`config.mk`:
```
export PLATFORM = sky130hd
export DESIGN_NAME = mult_rsp_buf_flat
export DESIGN_NICKNAME = d
export VERILOG_FILES = /design/src/rtl/mult_rsp_buf_if.sv /design/src/rtl/mult_rsp_buf.sv /design/src/flat_wrapper.sv
export SDC_FILE = /design/constraint.sdc
export NUM_CORES = 2
export LEC_CHECK = 0
export ABC_AREA = 0
export CAP_MARGIN = 10
export CORE_UTILIZATION = 55
export DETAILED_ROUTE_END_ITERATION = 7
export DONT_BUFFER_PORTS = 1
export PLACE_DENSITY = 0.7
export SLEW_MARGIN = 20
export SYNTH_ARGS = -nofsm -noshare
export SYNTH_HDL_FRONTEND = slang
export SYNTH_SLANG_ARGS = --single-unit
```
`constraint.sdc`:
```
create_clock -name ck -period 9.85 [get_ports ck]
set_input_delay 2.955 -clock ck [delete_from_list [all_inputs] [get_ports ck]]
set_output_delay 2.955 -clock ck [all_outputs]
set_load 0.02 [all_outputs]
```
`src/rtl/mult_rsp_buf_if.sv`:
```
// Signal bundle around mult_rsp_buf: requester, multiplier issue/return and result consumer.
// The slave modport is the block's view; the master modport is its environment's view.
interface mult_rsp_buf_if #(
  parameter int CW = 6
);
  logic          i_req_vld;
  logic [63:0]   i_req_a;
  logic [63:0]   i_req_b;
  logic          o_req_rdy;
  logic [63:0]   o_mul_a;
  logic [63:0]   o_mul_b;
  logic          o_mul_vld;
  logic [63:0]   i_mul_res;
  logic          i_mul_vld;
  logic [63:0]   o_res;
  logic          o_vld;
  logic          i_rdy;
  logic [CW-1:0] o_cnt;
  logic          o_ovf;

  modport slave (
    input  i_req_vld, i_req_a, i_req_b, i_mul_res, i_mul_vld, i_rdy,
    output o_req_rdy, o_mul_a, o_mul_b, o_mul_vld, o_res, o_vld, o_cnt, o_ovf
  );

  modport master (
    output i_req_vld, i_req_a, i_req_b, i_mul_res, i_mul_vld, i_rdy,
    input  o_req_rdy, o_mul_a, o_mul_b, o_mul_vld, o_res, o_vld, o_cnt, o_ovf
  );
endinterface

```
`src/rtl/mult_rsp_buf.sv`:
```
// Credit-based flow-control wrapper for a fixed-latency, non-stallable 64-bit multiplier.
// Every issued operand pair reserves a result FIFO slot, so downstream backpressure never drops a product.
module mult_rsp_buf #(
  parameter int DEPTH = 32,
  parameter int CW    = 6
) (
  input logic           ck,
  input logic           i_rst,
  mult_rsp_buf_if.slave bus
);
  localparam int            AW       = $clog2(DEPTH);
  localparam logic [CW-1:0] FULL_CNT = CW'(DEPTH);
  localparam logic [CW-1:0] ONE_CW   = CW'(1);
  localparam logic [AW-1:0] ONE_AW   = AW'(1);

  logic [CW-1:0] credits;
  logic [CW-1:0] credits_nxt;
  logic [CW-1:0] cnt;
  logic [CW-1:0] cnt_nxt;
  logic [AW-1:0] wr_ptr;
  logic [AW-1:0] rd_ptr;
  logic [63:0]   mem [DEPTH];
  logic          ovf;
  logic          issue;
  logic          pop;
  logic          full;
  logic          wr_en;
  logic          drop;

  assign bus.o_req_rdy = (credits != '0);
  assign issue         = bus.i_req_vld & bus.o_req_rdy;
  assign bus.o_vld     = (cnt != '0);
  assign pop           = bus.o_vld & bus.i_rdy;
  assign full          = (cnt == FULL_CNT);

  // A full FIFO still accepts a product when the head leaves on the same edge.
  assign wr_en = bus.i_mul_vld & (~full | pop);
  assign drop  = bus.i_mul_vld & full & ~pop;

  assign bus.o_res = mem[rd_ptr];
  assign bus.o_cnt = cnt;
  assign bus.o_ovf = ovf;

  always_comb begin
    // NOTE: defaults first, so every path assigns both outputs and no latch is inferred.
    credits_nxt = credits;
    cnt_nxt     = cnt;
    if (issue && !pop)      credits_nxt = credits - ONE_CW;
    else if (pop && !issue) credits_nxt = credits + ONE_CW;
    if (wr_en && !pop)      cnt_nxt = cnt + ONE_CW;
    else if (pop && !wr_en) cnt_nxt = cnt - ONE_CW;
  end

  always_ff @(posedge ck) begin
    // NOTE: non-blocking assignments, so every register sees pre-edge values regardless of statement order.
    if (i_rst) begin
      credits       <= FULL_CNT;
      cnt           <= '0;
      wr_ptr        <= '0;
      rd_ptr        <= '0;
      ovf           <= 1'b0;
      bus.o_mul_vld <= 1'b0;
      bus.o_mul_a   <= '0;
      bus.o_mul_b   <= '0;
    end else begin
      credits       <= credits_nxt;
      cnt           <= cnt_nxt;
      bus.o_mul_vld <= issue;
      if (wr_en) wr_ptr <= wr_ptr + ONE_AW;
      if (pop)   rd_ptr <= rd_ptr + ONE_AW;
      if (drop)  ovf    <= 1'b1;
      if (issue) begin
        bus.o_mul_a <= bus.i_req_a;
        bus.o_mul_b <= bus.i_req_b;
      end
    end
  end

  // NOTE: storage has no reset; o_vld qualifies o_res, so stale entries are never observed.
  always_ff @(posedge ck) begin
    if (wr_en) mem[wr_ptr] <= bus.i_mul_res;
  end
endmodule

```
`src/flat_wrapper.sv`:
```
// flat-port wrapper written by rule: the top's interface ports become plain ports
module mult_rsp_buf_flat 
#(
  parameter int DEPTH = 32,
  parameter int CW    = 6
)
  (ck, i_rst, bus_i_req_vld, bus_i_req_a, bus_i_req_b, bus_i_mul_res, bus_i_mul_vld, bus_i_rdy, bus_o_req_rdy, bus_o_mul_a, bus_o_mul_b, bus_o_mul_vld, bus_o_res, bus_o_vld, bus_o_cnt, bus_o_ovf);
  mult_rsp_buf_if #(.CW(CW)) bus_i ();
  input logic ck;
  input logic i_rst;
  input wire logic [$bits(bus_i.i_req_vld)-1:0] bus_i_req_vld;
  input wire logic [$bits(bus_i.i_req_a)-1:0] bus_i_req_a;
  input wire logic [$bits(bus_i.i_req_b)-1:0] bus_i_req_b;
  input wire logic [$bits(bus_i.i_mul_res)-1:0] bus_i_mul_res;
  input wire logic [$bits(bus_i.i_mul_vld)-1:0] bus_i_mul_vld;
  input wire logic [$bits(bus_i.i_rdy)-1:0] bus_i_rdy;
  output wire logic [$bits(bus_i.o_req_rdy)-1:0] bus_o_req_rdy;
  output wire logic [$bits(bus_i.o_mul_a)-1:0] bus_o_mul_a;
  output wire logic [$bits(bus_i.o_mul_b)-1:0] bus_o_mul_b;
  output wire logic [$bits(bus_i.o_mul_vld)-1:0] bus_o_mul_vld;
  output wire logic [$bits(bus_i.o_res)-1:0] bus_o_res;
  output wire logic [$bits(bus_i.o_vld)-1:0] bus_o_vld;
  output wire logic [$bits(bus_i.o_cnt)-1:0] bus_o_cnt;
  output wire logic [$bits(bus_i.o_ovf)-1:0] bus_o_ovf;
  assign bus_i.i_req_vld = bus_i_req_vld;
  assign bus_i.i_req_a = bus_i_req_a;
  assign bus_i.i_req_b = bus_i_req_b;
  assign bus_i.i_mul_res = bus_i_mul_res;
  assign bus_i.i_mul_vld = bus_i_mul_vld;
  assign bus_i.i_rdy = bus_i_rdy;
  assign bus_o_req_rdy = bus_i.o_req_rdy;
  assign bus_o_mul_a = bus_i.o_mul_a;
  assign bus_o_mul_b = bus_i.o_mul_b;
  assign bus_o_mul_vld = bus_i.o_mul_vld;
  assign bus_o_res = bus_i.o_res;
  assign bus_o_vld = bus_i.o_vld;
  assign bus_o_cnt = bus_i.o_cnt;
  assign bus_o_ovf = bus_i.o_ovf;
  mult_rsp_buf #(.DEPTH(DEPTH), .CW(CW)) u_core (.ck(ck), .i_rst(i_rst), .bus(bus_i));
endmodule
```
# [After elaboration in Yosys (flattened, before gate mapping)]
# Memory sizes are Yosys's and may differ from the RTL's. A register that Yosys moved wholly into a read port is not among the register bits.
# Index checks and enable logic that the tools add are counted.
[word_totals] ff_bits=152 ramBits=2048 input_bits=197 output_inout_bits=202 word_cells=43 mem_count=1
[memory_table] name="u_core.mem" words=32 width=64 rd=1 rd_clocked_by_memory_dff=1 wr=1 line_no="mult_rsp_buf.sv:22" text="logic [63:0] mem [DEPTH];"
[op_classes] n_addsub=6 n_eq_ne=1 n_mux=8 n_bitwise=8 reduce_logical=11
[op_table] operator="$mux 6" n=4
[op_table] operator="$add 6x1->6 const B" n=2
[op_table] operator="$reduce_bool 6->1" n=2
[op_table] operator="$sub 6x1->6 const B" n=2
[op_table] operator="$add 5x1->5 const B" n=2
[op_table] operator="$mux 5" n=2
[op_table] operator="$eq 6x6->1 const B" n=1
[op_table] operator="$and 1x1->1" n=5
[op_table] operator="$logic_and 1x1->1" n=4
[op_table] operator="$reduce_bool 2->1" n=2
[op_table] operator="$logic_not 1->1" n=3
[op_table] operator="$mux 1" n=2
[op_table] operator="$not 1->1" n=2
[op_table] operator="$or 1x1->1" n=1

# [Longest topological paths before layout]
[logic_depth] depth_word=8 ltp_mapped=11 ltp_nobuf=10

# [Worst setup path before layout]
# No wires, ideal clock.
[synth_path] path_kind="input to register" from="in bus_i_rdy" to="mem u_core.mem[12][0] (enable)" setup_ps=487 arrival_time_ps=6274 required_time_ps=9363 path_slack_ps=3089 stages=5 n_path_buf=1 path_cell_list="nand2b_1 > o31a_1 > buf_6 > nand2_1 > nor2_1"
[synth_via] elab_chain_cells=5
[synth_rtl] item="start, declared" line_no="flat_wrapper.sv:16" text="input wire logic [$bits(bus_i.i_rdy)-1:0] bus_i_rdy;"
[synth_rtl] item="$and 1x1->1" line_no="mult_rsp_buf.sv:33" text="assign pop = bus.o_vld & bus.i_rdy;"
[synth_rtl] item="$or 1x1->1" line_no="mult_rsp_buf.sv:37" text="assign wr_en = bus.i_mul_vld & (~full | pop);"
[synth_rtl] item="$and 1x1->1" line_no="mult_rsp_buf.sv:37"
[synth_rtl] item="named net u_core.wr_en" line_no="mult_rsp_buf.sv:27" text="logic wr_en;"
[synth_rtl] item="$mux 1" line_no="mult_rsp_buf.sv:81" text="if (wr_en) mem[wr_ptr] <= bus.i_mul_res;"
[synth_rtl] item="$mux 1 (implied by the code)" line_no="mult_rsp_buf.sv:81"
[synth_rtl] item="end, declared" line_no="mult_rsp_buf.sv:22"
# The timed path passes the listed nets, and every way through them passes these cells.

==> reports/qor.yml <==
drv_slew: 0
p_leak_nw: 28.0
hpwl_um: 109000
grt.overflow.total: 0
clock_skew_ns: 0.0290
crit_path_start_kind: "register"
cts_sinks: 2205
syn_inst: 4398
r2r_start: "u_core.bus.o_cnt[0]$_SDFFE_PP0P_"
rsz0062_at_grt: "false"
r2r_cells: 5
syn_area_mm2: 0.0836
first_iter_violations: 4408
ant_nets: 0
cp.required_ns: 6.90
ctsHoldBuffers: 0
synth_xor_area_share_pct: 0.115
std_cell_rows: 142
grt.busiest_layer: "met2"
min_from: "u_core.credits[3]$_SDFFE_PP0P_"
slew-limit-headroom_pct: 18.7
io_pins: 399
vias: 42600
syn_nets: 4612
ctsLongestPathBuffers: 3
fin_crit_sh_pct: 80.7
cts_resized: 0
grt_util_met3_pct: 6.20
synth_top_family_by_area: "multiplexers"
coreArea_mm2: 0.150
area_delta_synth_final_pct: 11.0
grtUsageTotal_pct: 26.6
cts_tree: "yes"
tightestPinTransition_ns: 1.22
dr.pass1.iters: 5
gp_congestion: 0.876
start_util_pct: 55.6
cp_max_fo: 41
maxCapViolCount: 0
arrival_ns: 4.99
yosysSeqAreaShare_pct: 77.3
die_y_um: 392
synth_fa_ha_area_share_pct: 0.272
synth_mux_area_share_pct: 13.1
root_buffer: "clkbuf_16"
fmax_mhz: 126
numCtsBuffers: 211
switching_share_pct: 25.7
p_switching_w: 0.00553
port_buffers: 0
wl_per_cell_um: 30.9
synth_ff_type: "edfxtp_1"
clkPwrFrac_pct: 36.7
hold_ws_ns: 0.487
postCtsSetupBuffers: 0
critPathCapture: "bus_o_res[38]"
final_nets: 4652
cts_max_level: 4
fin_setup_tns_ns: 0
comb_power_share_pct: 13.7
p_int_w: 0.0160
synthSimpleGateAreaFrac_pct: 3.09
pre_cts_slack_ns: 2.74
crit_type: "register to output pin"
synth-seq-cells: 2205
outcome: "complete, no violations"
hp-class: "register to register"
dieArea_mm2: 0.154
ir_drop_v: 0.000184
synth_compound_area_share_pct: 4.65
grt.met2_usage_pct: 43.9
synth_cell_types: 60
drc: 0
vias_per_cell: 6.42
synth_warnings: 0
grt_max_degree: 157
drive_gt1_share_pct: 15.5
seq_power_share_pct: 49.6
hold_viol_final: 0
cts.clk_slew.worst_paths_ns: 0.06
grt_pass1_wl_um: 293000
power_density_mw_per_mm2: 232
met1_usage_pct: 36.1
clk_latency_ns: 0.86
dieWidth_um: 392
syn_avg_cell_area_um2: 19.0
crit_path_end_kind: "output pin"
final.setup.worst_slack_ns: 1.90
final_util_pct: 61.8
setup_viol: 0
synth-edff-count: 2048
antenna_found_initial: 3
ff2ff_setup_slack_ns: 5.59
r2r_end: "u_core.mem[24][57]$_DFFE_PP_"
async_flop_share_pct: 0
grt_pass1_vias: 42900
wirelength_um: 205000
fin_crit_ns: 7.95
-- registers in the layout (all words and copies together), names as in the netlist, named ones only --
| name | cells |
|---|---|
| u_core.mem | 2048 |
| u_core.bus.o_mul_vld | 1 |
| u_core.credits | 6 |
| u_core.bus.o_ovf | 1 |
| u_core.bus.o_mul_b | 64 |
| u_core.bus.o_cnt | 6 |
| u_core.wr_ptr | 5 |
| u_core.bus.o_mul_a | 64 |
| u_core.rd_ptr | 5 |
-- worst min-delay path by stage --
stage	endpoint	cells after the start
global route	u_core.credits[3]$_SDFFE_PP0P_	2
detailed placement	u_core.credits[3]$_SDFFE_PP0P_	2
CTS	u_core.credits[3]$_SDFFE_PP0P_	2
finish	u_core.credits[3]$_SDFFE_PP0P_	2
global placement	u_core.credits[2]$_SDFFE_PP0P_	2
floorplan	u_core.credits[3]$_SDFFE_PP0P_	2
-- per-stage QoR --
stage,instances,cell area (um^2),total power [W]
CTS,6628,92800,0.0216
detailed placement,6240,86100,0.0139
finish,6632,92900,0.0215
global placement,6240,86100,0.0138
floorplan,4398,83600,0.0131
global route,6631,92900,0.0222
-- routing by layer --
layer	part of all wire, %	up-vias	wire length (um)
li1	-	17900	-
met1	39	22300	79000
met2	50	2113	101000
met3	9.8	237	20100
met4	2.0	0	4130
met5	0	-	0
-- cells in the mapped netlist, types with 3 or more instances --
cell type | n | share of area, %
ha_1 | 15 | 0.22
clkbuf_1 | 124 | 0.56
mux2i_1 | 491 | 5.9
a21oi_1 | 149 | 0.89
nand2_1 | 286 | 1.3
buf_2 | 115 | 0.69
nand3_1 | 125 | 0.75
and2_1 | 6 | 0.045
dfxtp_1 | 157 | 3.8
a22o_1 | 21 | 0.22
nand3b_1 | 6 | 0.054
or2_2 | 3 | 0.022
o21ai_0 | 4 | 0.024
nor4_1 | 3 | 0.022
inv_1 | 11 | 0.049
nand4_1 | 48 | 0.36
edfxtp_1 | 2048 | 74
buf_4 | 8 | 0.072
nor2b_1 | 13 | 0.097
a22oi_1 | 340 | 3.1
a21o_1 | 3 | 0.027
xor2_1 | 9 | 0.094
buf_1 | 11 | 0.049
nor3b_1 | 3 | 0.027
nor2_1 | 58 | 0.26
nor3_1 | 3 | 0.018
a31oi_1 | 22 | 0.16
buf_6 | 5 | 0.067
mux4_2 | 268 | 7.2
-- cells by family (layout without fill, tap and decap cells) --
logic type               count (synthesis)  in the layout
XOR/XNOR                                11             11
multiplexers                           760            760
adder cells (fa/ha/maj)                 17             17
flip-flops                            2205           2205
AO/OA/AOI/OAI                          561            561
AND/OR/NAND/NOR                        570            570
buffers and inverters                  274            489
other                                    0              3
-- final cells by class --
class / count / area (um^2)
sequential: 2205 / 64700
fill: 10400 / 57400
multi-input combinational: 1919 / 18100
clock buffer: 262 / 5570
tap: 2016 / 2520
clock inverter: 126 / 1170
timing repair buffer: 90 / 833
inverter: 11 / 42.5
antenna: 3 / 7.51
-- worst max-delay path, stage by stage, from the launching register on --
cell and delay (ns):
dfxtp_4 0.86, buf_4 0.81, nor2b_4 1.03, buf_4 0.60, a22oi_1 0.19, nand3_1 0.15
nand4_1 0.42
-- placed cells by master (no fill, tap or decap), types with 48 or more instances in the layout --
master,netlist,routed
mux2i_1,491,491
clkinv_1,0,48
nand3_1,125,125
dfxtp_1,157,154
a21oi_1,149,149
buf_4,8,78
mux4_2,268,268
nand4_1,48,48
clkbuf_16,0,214
edfxtp_1,2048,2048
a22oi_1,340,340
nand2_1,286,286
-- power groups by stage --
stage	registers (W)	logic (W)	clock network [W]
floorplan	0.0108	0.00231	0
global placement	0.0109	0.00296	0
detailed placement	0.0109	0.00298	0
CTS	0.0107	0.00299	0.00798
global route	0.0107	0.00315	0.00833
finish	0.0107	0.00296	0.00789
Power figures use the tool's default switching activity.
